==> config.mk <==
export PLATFORM = sky130hd
export DESIGN_NAME = gray_ptr_ctrl
export DESIGN_NICKNAME = d
export VERILOG_FILES = /design/src/rtl/gray_ptr_ctrl.sv
export SDC_FILE = /design/constraint.sdc
export NUM_CORES = 1
export LEC_CHECK = 0
export CORE_ASPECT_RATIO = 0.8
export CORE_MARGIN = 2
export CORE_UTILIZATION = 45
export CTS_CLUSTER_DIAMETER = 60
export DETAILED_ROUTE_END_ITERATION = 8
export PLACE_DENSITY = 0.82
export SLEW_MARGIN = 0
export SYNTH_ARGS = -nofsm -noshare
export SYNTH_HDL_FRONTEND = slang
export SYNTH_SLANG_ARGS = --single-unit
export TNS_END_PERCENT = 10
==> constraint.sdc <==
create_clock -name clk_i -period 7.1 [get_ports clk_i]
set_input_delay 1.42 -clock clk_i [delete_from_list [all_inputs] [get_ports clk_i]]
set_output_delay 1.42 -clock clk_i [all_outputs]
set_load 0.005 [all_outputs]
==> src/rtl/gray_ptr_ctrl.sv <==
// FIFO pointer controller: binary/Gray pointer with wrap bit, peer pointer
// synchroniser and decoder, full/empty, almost, level and sticky error.
module gray_ptr_ctrl #(
  parameter int unsigned ADDR_W      = 4,
  parameter int unsigned MODE        = 0,
  parameter int unsigned SYNC_STAGES = 0,
  parameter int unsigned ALMOST_TH   = 1
) (
  input  logic              clk_i,
  input  logic              rst_i,
  input  logic              inc_i,
  input  logic              clr_i,
  input  logic [ADDR_W:0]   peer_gray_i,
  output logic              inc_ok_o,
  output logic [ADDR_W:0]   ptr_bin_o,
  output logic [ADDR_W:0]   ptr_gray_o,
  output logic [ADDR_W-1:0] addr_o,
  output logic              flag_o,
  output logic              almost_o,
  output logic [ADDR_W:0]   level_o,
  output logic              ovf_err_o
);

  localparam int unsigned PW    = ADDR_W + 1;
  localparam int unsigned DEPTH = 1 << ADDR_W;
  localparam logic [PW-1:0] ALMOST_FULL_LVL  = PW'(DEPTH - ALMOST_TH);
  localparam logic [PW-1:0] ALMOST_EMPTY_LVL = PW'(ALMOST_TH);

  function automatic logic [PW-1:0] gray_enc(input logic [PW-1:0] b);
    return b ^ (b >> 1);
  endfunction

  function automatic logic [PW-1:0] gray_dec(input logic [PW-1:0] g);
    logic [PW-1:0] b;
    b[PW-1] = g[PW-1];
    for (int i = int'(PW) - 2; i >= 0; i--) begin
      b[i] = b[i+1] ^ g[i];
    end
    return b;
  endfunction

  logic [PW-1:0] ptr_bin_q, ptr_bin_d;
  logic [PW-1:0] ptr_gray_q, ptr_gray_d;
  logic          ovf_err_q, ovf_err_d;
  logic [PW-1:0] pg, pb, ptr_inc, level;
  logic          flag, almost, accept;

  // Peer pointer pipeline; zero stages leaves the path combinational
  generate
    if (SYNC_STAGES == 0) begin : g_nosync
      assign pg = peer_gray_i;
    end else begin : g_sync
      logic [PW-1:0] sync_q [SYNC_STAGES];
      always_ff @(posedge clk_i or posedge rst_i) begin
        if (rst_i) begin
          for (int i = 0; i < int'(SYNC_STAGES); i++) sync_q[i] <= '0;
        end else begin
          sync_q[0] <= peer_gray_i;
          for (int i = 1; i < int'(SYNC_STAGES); i++) sync_q[i] <= sync_q[i-1];
        end
      end
      assign pg = sync_q[SYNC_STAGES-1];
    end
  endgenerate

  assign pb = gray_dec(pg);

  generate
    if (MODE == 0) begin : g_wr
      assign level  = ptr_bin_q - pb;
      assign flag   = (ptr_gray_q == {~pg[ADDR_W], ~pg[ADDR_W-1], pg[ADDR_W-2:0]});
      assign almost = (level >= ALMOST_FULL_LVL);
    end else begin : g_rd
      assign level  = pb - ptr_bin_q;
      assign flag   = (ptr_gray_q == pg);
      assign almost = (level <= ALMOST_EMPTY_LVL);
    end
  endgenerate

  assign accept  = inc_i & ~flag & ~clr_i;
  assign ptr_inc = ptr_bin_q + PW'(1);

  // Next pointer and error state; clear wins over advance
  always_comb begin
    ptr_bin_d  = ptr_bin_q;
    ptr_gray_d = ptr_gray_q;
    ovf_err_d  = ovf_err_q;
    if (clr_i) begin
      ptr_bin_d  = '0;
      ptr_gray_d = '0;
      ovf_err_d  = 1'b0;
    end else begin
      if (accept) begin
        ptr_bin_d  = ptr_inc;
        ptr_gray_d = gray_enc(ptr_inc);
      end
      if (inc_i && flag) ovf_err_d = 1'b1;
    end
  end

  always_ff @(posedge clk_i or posedge rst_i) begin
    if (rst_i) begin
      ptr_bin_q  <= '0;
      ptr_gray_q <= '0;
      ovf_err_q  <= 1'b0;
    end else begin
      ptr_bin_q  <= ptr_bin_d;
      ptr_gray_q <= ptr_gray_d;
      ovf_err_q  <= ovf_err_d;
    end
  end

  assign inc_ok_o   = accept;
  assign ptr_bin_o  = ptr_bin_q;
  assign ptr_gray_o = ptr_gray_q;
  assign addr_o     = ptr_bin_q[ADDR_W-1:0];
  assign flag_o     = flag;
  assign almost_o   = almost;
  assign level_o    = level;
  assign ovf_err_o  = ovf_err_q;

endmodule

### Yosys cells after proc, flatten, opt, wreduce, memory -nomap -nowiden

Index checks and enable logic that the tools add are counted.

* memories kept: 0
* ROM bits: 0
* bits in writable memories: 0
* register bits after elaboration: 11
* bits in latches: 0
* input port bits: 9
* logic and storage cells: 27

* $mul: 0
* multiplexer cells: 6
* reduce and logical (&&, ||, !) cells: 3
* shift-type cells: 0
* divide/modulo/power cells: 0
* add/sub/neg operators: 2
* bitwise operators: 11
* eq/ne operators: 1
* $lt $le $gt $ge: 1

Operator list (count)
* $mux W5: 4
* $add A5 B1 Y5 const B: 1
* $eq A5 B5 Y1: 1
* $ge A5 B4 Y1 const B: 1
* $sub A5 B5 Y5: 1
* $xor A5 B4 Y5: 1
* $not A1 Y1: 4
* $reduce_bool A2 Y1: 2
* $xor A1 B1 Y1: 4
* $and A1 B1 Y1: 2
* $mux W1: 2
* $logic_and A1 B1 Y1: 1

### Depth between registers and ports, before layout

Gate-level depths: netlist of the first run.

* word-level depth: 7
* mapped depth: 10
* depth with buffers taken out: 10

### Least setup slack after synthesis of the first run

OpenSTA, ideal clock, no wires.

* path kind: input to output
* from: in peer_gray_i[3]
* to: out almost_o
* data arrival time: 3263 ps
* setup slack: 2417 ps
* path buffers: 0
* stages on the path: 9
* path through: xnor2_2 xor2_2 xor2_2 xnor2_1 ha_1 fa_1 xnor2_1 nand3_1 o32ai_1

* word-level cells in the longest chain between the ends: 6

Ends and longest elaborated chain
* from (decl): RTL line 13 `input logic [ADDR_W:0] peer_gray_i,`
* $xor A1 B1 Y1 (*) (2 in a row): RTL line 37 `b[i] = b[i+1] ^ g[i];`
* $xor A1 B1 Y1 (2 in a row): RTL line 37
* $sub A5 B5 Y5 (*): RTL line 70 `assign level = ptr_bin_q - pb;`
* net level_o[2]: RTL line 20 `output logic [ADDR_W:0] level_o,`
* $ge A5 B4 Y1 (*): RTL line 72 `assign almost = (level >= ALMOST_FULL_LVL);`
* to (decl): RTL line 19 `output logic almost_o,`

The timed path passes the listed nets; every way through them passes the cells marked *.

### Worst setup path in the final report of the first run

* from: in peer_gray_i[4]
* to: out almost_o

* word-level cells in the longest chain between the ends: 6

Ends and longest elaborated chain (RTL line)
* $xor A1 B1 Y1 (4 in a row): 37
* $sub A5 B5 Y5 (*): 70
* $ge A5 B4 Y1 (*): 72

Mark *: on every way between the ends. The rest lies on a longest branch, timed or not.

==> impl_results.md, run 1 <==
- Total gr overflow: 0
- Int Power: 147 uW
- Sw Share: 0.320
- Comb power frac: 0.458
- Core area: 0.00212 sq mm
- Layout cell share with drive strength beyond 1: 0.127
- Count of yosys warnings during synthesis: 0
- Maximum VDD drop: 0.000117 V
- Cts repair resizes: 0
- Post-synth top area share: 0.251
- Max-capacitance violation count: 0
- Tot Pwr: 216 uW
- Worst-Skew Late Latency: 0.27 ns
- Mapped Cells: 108
- Max stage delay cell, worst path: clkdlybuf4s50_1
- Worst slew pin tran: 0.477 ns
- Lkg Pwr: 0.553 nW
- Distinct cells, synth: 39
- Asr flop ratio synth: 1.00
- TritonCTS clock tree: built
- Clock Tree Buf Depth: 2
- Top cell family by delay on the critical path: buffers and inverters
- Peak Freq: 0.169 GHz
- Clk pwr share: 0.242
- Final setup violation count: 0
- GP Congestion: 0.831
- Hold Path Class: reg2reg
- Clock sink count: 10
- CP startpoint kind: input pin
- CP endpoint kind: primary output
- Final Hold Fails: 0
- Area Growth Syn to Fin: 32.5%
- Total net switching power: 69.0 uW
- Number of synthesized register bits: 10
- Run status: finished clean
- Final instance area: 0.00132 sq mm
- Primary FF master, synth: dfrtp_1
- H-tree levels: 1
- TritonRoute pass-1 iters: 4
- Slew Viols, Final: 0
- Drt drc: 0
- Vias in the first global route: 871
- CP cell instances: clkdlybuf4s50_1 -> xnor2_2 -> xor2_2 -> xor2_2 -> xnor2_1 -> ha_1 -> fa_1 -> nor2b_1 -> o21ai_0 -> and3_1 -> o32ai_1 -> clkdlybuf4s50_1
- Dpl hpwl: 1.80 mm
- Root buffer cell: clkbuf_4
- DIE AREA: 0.00261 sq mm
- Initial antenna violation count: 0
- Tot GR Track Use: 0.197
- Largest net degree at the start of global routing: 14
- Post-synth EDFFs: 0
- FP Rows: 15
- Starting Density: 0.470
- Cts hold-fix bufs: 0
- Synth Area per Inst: 9.22 sq um
- Ranking of synthesized cells by area: dfrtp_1 (25%), xnor2_1 (8.8%), xor2_2 (6.5%)
- Total wire length: 2.25 mm
- Area leader, netlist: dfrtp_1
- Flop pwr share: 0.300
- WP data required: 5.68 ns
- Fin crit share: 0.834
- IO Count: 32
- Fin crit period: 5.92 ns
- Pwr dens: 163 mW/mm^2
- Final core utilization: 0.622
- Post-DRT Antenna Nets: 0
- Die Y: 46.1 microns
- First-pass GRT wire length: 3.99 mm
- Final-stage net count: 150
- Seq/Total Area, Yosys: 0.251
- Clock-pin slew on the worst setup and hold paths: 0.07 ns
- Synth top cells by count: dfrtp_1 (10), xnor2_1 (10), inv_1 (9), nor2_1 (9), nand2_1 (8)
- Placed Area: 0.00128 sq mm
- Setup bufs post-CTS: 0
- Port bufs: 31
- Crit Path Category: in2out
- Post-synthesis cell area: 996 sq um
- Via count: 910
- Slew headroom: 0.680
- Die X: 56.6 microns
- Slowest stage delay, CP: 0.54 ns
- N_diodes: 0
- Worst EP arrival: 4.50 ns
- CTS Buf Count: 3
- DRT iter0 DRCs: 39
- Syn nets: 123
- WP buf/inv: 2
- WL/cell: 14.1 microns
- Worst-path fanout max: 3
- Total Neg Setup Slack: 0 ns
- Final Skew: 0.00132 ns
- Via/cell ratio: 5.72
- RSZ-0062 raised after global routing: false
[layout make-up]
cell class                      instances  area [sq um]
Tap cell                               25          31.3
Multi-Input combinational cell         80           658
Timing Repair Buffer                   31           310
Fill cell                             179           801
Clock buffer                            4          36.3
Sequential cell                        10           250
Inverter                                9          33.8
[power groups by stage]
| stage | combinational (mW) | sequential [mW] | clock [mW] |
|---|---|---|---|
| floorplan | 0.0538 | 0.0648 | 0 |
| global placement | 0.0957 | 0.0658 | 0 |
| detailed placement | 0.0987 | 0.0658 | 0 |
| CTS | 0.0994 | 0.0648 | 0.0525 |
| global route | 0.109 | 0.0655 | 0.0552 |
| finish | 0.0989 | 0.0648 | 0.0521 |
[worst min-delay path, delay by kind of cell, from the launching register on]
kind / cells / cell delay [ns]
AO/OA/AOI/OAI: 1 / 0.05
flip-flops: 1 / 0.35
AND/OR/NAND/NOR: 1 / 0.07
[final timing paths]
path | start | cells past startpoint | endpoint | slack [ns]
setup / recovery | peer_gray_i[4] | 12 | almost_o | 1.18
hold reg to reg | ovf_err_o | 2 | ovf_err_o | 0.51
min in group asynchronous | rst_i | 2 | ptr_bin_o[1] | 1.42
setup reg to reg | ptr_bin_o[0] | 4 | ptr_bin_o[4] | 5.46
max in group asynchronous | rst_i | 2 | ptr_bin_o[2] | 5.41
hold / removal | ovf_err_o | 2 | ovf_err_o | 0.51
[routing by layer]
metal  GRT usage  share of wire  up-vias
met5           0              0        -
met3      0.0309          0.071        4
li1            -              -      420
met1       0.252           0.45      448
met2       0.342           0.47       38
met4      0.0762          0.016        0
[registers in the layout, indices dropped and copies added, names as in the netlist]
| name | count |
|---|---|
| ptr_gray_o | 4 |
| ptr_bin_o | 5 |
| ovf_err_o | 1 |
[kinds of logic (layout without fill, tap and decap cells)]
logic type               after synthesis  after routing  share of synthesized area
AO/OA/AOI/OAI                         21             21                      0.163
flip-flops                            10             10                      0.251
multiplexers                           6              6                     0.0716
XOR/XNOR                              16             16                      0.178
adder cells (fa/ha/maj)                6              6                     0.0829
buffers and inverters                 18             44                     0.0879
AND/OR/NAND/NOR                       31             31                      0.165
[metrics by stage]
step / hold WS (ns) / worst slack (ns) / cells
2_1_floorplan: 0.486 / 2.42 / 108
3_3_place_gp: 0.486 / 1.30 / 155
3_5_place_dp: 0.501 / 1.20 / 155
4_1_cts: 0.516 / 1.20 / 159
5_1_grt: 0.532 / 0.963 / 159
6_report: 0.508 / 1.18 / 159
[layout by cell type (no fill, tap or decap), types with 2 or more instances in the layout]
cell type	n
xnor2_1	10
clkbuf_4	3
dfrtp_1	10
xor2_2	4
a21oi_1	3
mux2_4	2
mux2i_1	3
nand2_1	8
nor2b_1	4
nor3b_1	2
clkdlybuf4s50_1	31
nor2_1	9
o21ai_0	3
and3_1	3
nand4_1	2
o31ai_1	2
ha_1	5
inv_1	9
Power figures use the tool's default switching activity.
==> run 2: changes to the inputs <==
--- a/config.mk
+++ b/config.mk
@@ -7,10 +7,10 @@
 export LEC_CHECK = 0
 export CORE_ASPECT_RATIO = 0.8
 export CORE_MARGIN = 2
-export CORE_UTILIZATION = 45
+export CORE_UTILIZATION = 41
 export CTS_CLUSTER_DIAMETER = 60
 export DETAILED_ROUTE_END_ITERATION = 8
-export PLACE_DENSITY = 0.82
+export PLACE_DENSITY = 0.79
 export SLEW_MARGIN = 0
 export SYNTH_ARGS = -nofsm -noshare
 export SYNTH_HDL_FRONTEND = slang
==> constraint.sdc (replaced) <==
create_clock -name clk_i -period 5.4 [get_ports clk_i]
set_input_delay 1.08 -clock clk_i [delete_from_list [all_inputs] [get_ports clk_i]]
set_output_delay 1.08 -clock clk_i [all_outputs]
set_load 0.005 [all_outputs]
==> impl_results.md, run 2 (synthesis results as in run 1) <==
- Flop pwr share: 0.296 (was 0.300)
- Lkg Pwr: 0.582 nW (was 0.553 nW)
- Run status: finished clean (unchanged)
- WL/cell: 15.2 microns (was 14.1 microns)
- Worst-path fanout max: 3 (unchanged)
- Worst slew pin tran: 0.467 ns (was 0.477 ns)
- Fin crit share: 0.929
- Initial antenna violation count: 0 (unchanged)
- Comb power frac: 0.471 (was 0.458)
- Core area: 0.00223 sq mm (was 0.00212 sq mm)
- Int Power: 196 uW (was 147 uW)
- Pwr dens: 216 mW/mm^2 (was 163 mW/mm^2)
- Layout cell share with drive strength beyond 1: 0.141 (was 0.127)
- Via count: 899 (was 910)
- Commonest non-fill, non-tap cell in the layout: clkdlybuf4s50_1 (unchanged)
- Die Y: 48.1 microns (was 46.1 microns)
- Clock Tree Buf Depth: 2 (unchanged)
- Total wire length: 2.44 mm (was 2.25 mm)
- Peak Freq: 0.199 GHz
- Sw Share: 0.322 (was 0.320)
- Clk pwr share: 0.233 (was 0.242)
- GP Congestion: 0.841 (was 0.831)
- Largest net degree at the start of global routing: 14 (unchanged)
- Starting Density: 0.446 (was 0.470)
- Tot GR Track Use: 0.193 (was 0.197)
- IO Count: 32 (unchanged)
- CTS Buf Count: 3 (unchanged)
- Fin crit period: 5.01 ns
- CP endpoint kind: primary output (unchanged)
- DRT iter0 DRCs: 56 (was 39)
- Sequential cell area: 250 sq um (unchanged)
- Hold Path Class: reg2reg (unchanged)
- Slew headroom: 0.687 (was 0.680)
- Total net switching power: 93.0 uW (was 69.0 uW)
- WP data required: 4.32 ns (was 5.68 ns)
- Final WS setup: 0.385 ns (was 1.18 ns)
- Critical path origin: peer_gray_i[2] (was peer_gray_i[4])
- Clock sink count: 10 (unchanged)
- R2r endpoint: ptr_bin_o[4] (unchanged)
- Vias in the first global route: 837 (was 871)
- Dpl hpwl: 1.95 mm (was 1.80 mm)
- Total Neg Setup Slack: 0 ns (unchanged)
- Die X: 59.1 microns (was 56.6 microns)
- Final instance area: 0.00134 sq mm (was 0.00132 sq mm)
- Drt drc: 0 (unchanged)
- Placed Area: 0.00128 sq mm (unchanged)
- Clock-pin slew on the worst setup and hold paths: 0.07 ns (about the same)
- Via/cell ratio: 5.62 (was 5.72)
- CP startpoint kind: input pin (unchanged)
- Final Hold Fails: 0 (unchanged)
- RR Startpoint: ptr_bin_o[0] (unchanged)
- RSZ-0062 raised after global routing: false (unchanged)
- Slew Viols, Final: 0 (unchanged)
- Maximum VDD drop: 0.000102 V (was 0.000117 V)
- Hold WS: 0.497 ns (was 0.508 ns)
- Most frequent cells in the layout: clkdlybuf4s50_1 (29), dfrtp_1 (10), inv_1 (9), xnor2_1 (9), nor2_1 (9) (was clkdlybuf4s50_1 (31), xnor2_1 (10), dfrtp_1 (10), inv_1 (9), nor2_1 (9))
- Fill count: 202 (was 179)
- DIE AREA: 0.00284 sq mm (was 0.00261 sq mm)
- Final-stage net count: 151 (was 150)
- N_diodes: 0 (unchanged)
- Final Skew: 0.00154 ns (was 0.00132 ns)
- TritonRoute pass-1 iters: 4 (unchanged)
- Worst-Skew Late Latency: 0.26 ns (was 0.27 ns)
- First-pass GRT wire length: 3.93 mm (was 3.99 mm)
- Area Growth Syn to Fin: 34.5% (was 32.5%)
- Crit path capture: almost_o (unchanged)
- Max-capacitance violation count: 0 (unchanged)
- Crit Path Category: in2out (unchanged)
- TritonCTS clock tree: built (unchanged)
- Worst EP arrival: 3.93 ns (was 4.50 ns)
- Port bufs: 31 (unchanged)
- Multi-input logic area: 666 sq um (was 658 sq um)
- H-tree levels: 1 (unchanged)
- FP Rows: 15 (unchanged)
- DP Worst Slack: 0.0658 ns (was 1.20 ns)
- Post-DRT Antenna Nets: 0 (unchanged)
- Worst r2r path cells: 4 (unchanged)
- Final setup violation count: 0 (unchanged)
- Root buffer cell: clkbuf_4 (unchanged)
- Number of flip-flops in the largest register: 5 (unchanged)
- Total gr overflow: 0 (unchanged)
- Reg2reg setup slack: 3.76 ns (was 5.46 ns)
[run 2: cell count changes in the layout (fill, tap and decap cells not counted), sizes merged]
cell           previous run  this run
clkdlybuf4s50            31        29
dlymetal6s2s              0         2
buf                       0         1
[run 2: stage by stage]
stage,total power [mW],util,cells
2_1_floorplan,0.156,-,108
3_3_place_gp,0.213,0.575,155
3_5_place_dp,0.218,0.575,155
4_1_cts,0.289,0.591,159
5_1_grt,0.313,0.600,160
6_report,0.289,0.600,160
[run 2: worst min path at each step]
| stage | startpoint | endpoint | cells past startpoint | slack, ns |
|---|---|---|---|---|
| floorplan | ovf_err_o | ovf_err_o | 2 | 0.49 |
| global placement | ovf_err_o | ovf_err_o | 2 | 0.49 |
| detailed placement | ovf_err_o | ovf_err_o | 2 | 0.49 |
| CTS | ovf_err_o | ovf_err_o | 2 | 0.50 |
| global route | ovf_err_o | ovf_err_o | 2 | 0.52 |
| finish | ovf_err_o | ovf_err_o | 2 | 0.50 |
[run 2: final cells by class]
type,instances,area share
Clock buffer,4,0.0271
Inverter,9,0.0252
Multi-Input combinational cell,80,0.497
Sequential cell,10,0.187
Tap cell,25,0.0233
Timing Repair Buffer,32,0.241
[run 2: power groups by stage]
stage | Sequential, mW | Clock (mW) | Combinational, mW
floorplan | 0.0852 | 0 | 0.0708
global placement | 0.0866 | 0 | 0.126
detailed placement | 0.0869 | 0 | 0.132
CTS | 0.0855 | 0.0707 | 0.132
global route | 0.0862 | 0.0755 | 0.151
finish | 0.0857 | 0.0674 | 0.136
[run 2: routing by layer]
layer / track usage / share of wire
met5: 0 / 0
met4: 0.0727 / 0.0078
met3: 0.0378 / 0.060
met2: 0.329 / 0.50
met1: 0.249 / 0.43
[run 2: timing repair]
item / 4_1_cts / 5_1_grt
resized for setup: 0 / 3
buffers inserted: 0 / 1
hold buffers: 0 / 0
endpoints found under the setup margin: 0 / 1
[run 2: critical path, cell delays in order]
cell and delay (ns):
clkdlybuf4s50_1 0.55, xor2_2 0.21, xor2_2 0.21, xnor2_1 0.09, ha_1 0.21, fa_1 0.45, nor2b_1 0.13, o21ai_0 0.09
and3_1 0.20, o32ai_1 0.14, clkdlybuf4s50_1 0.55
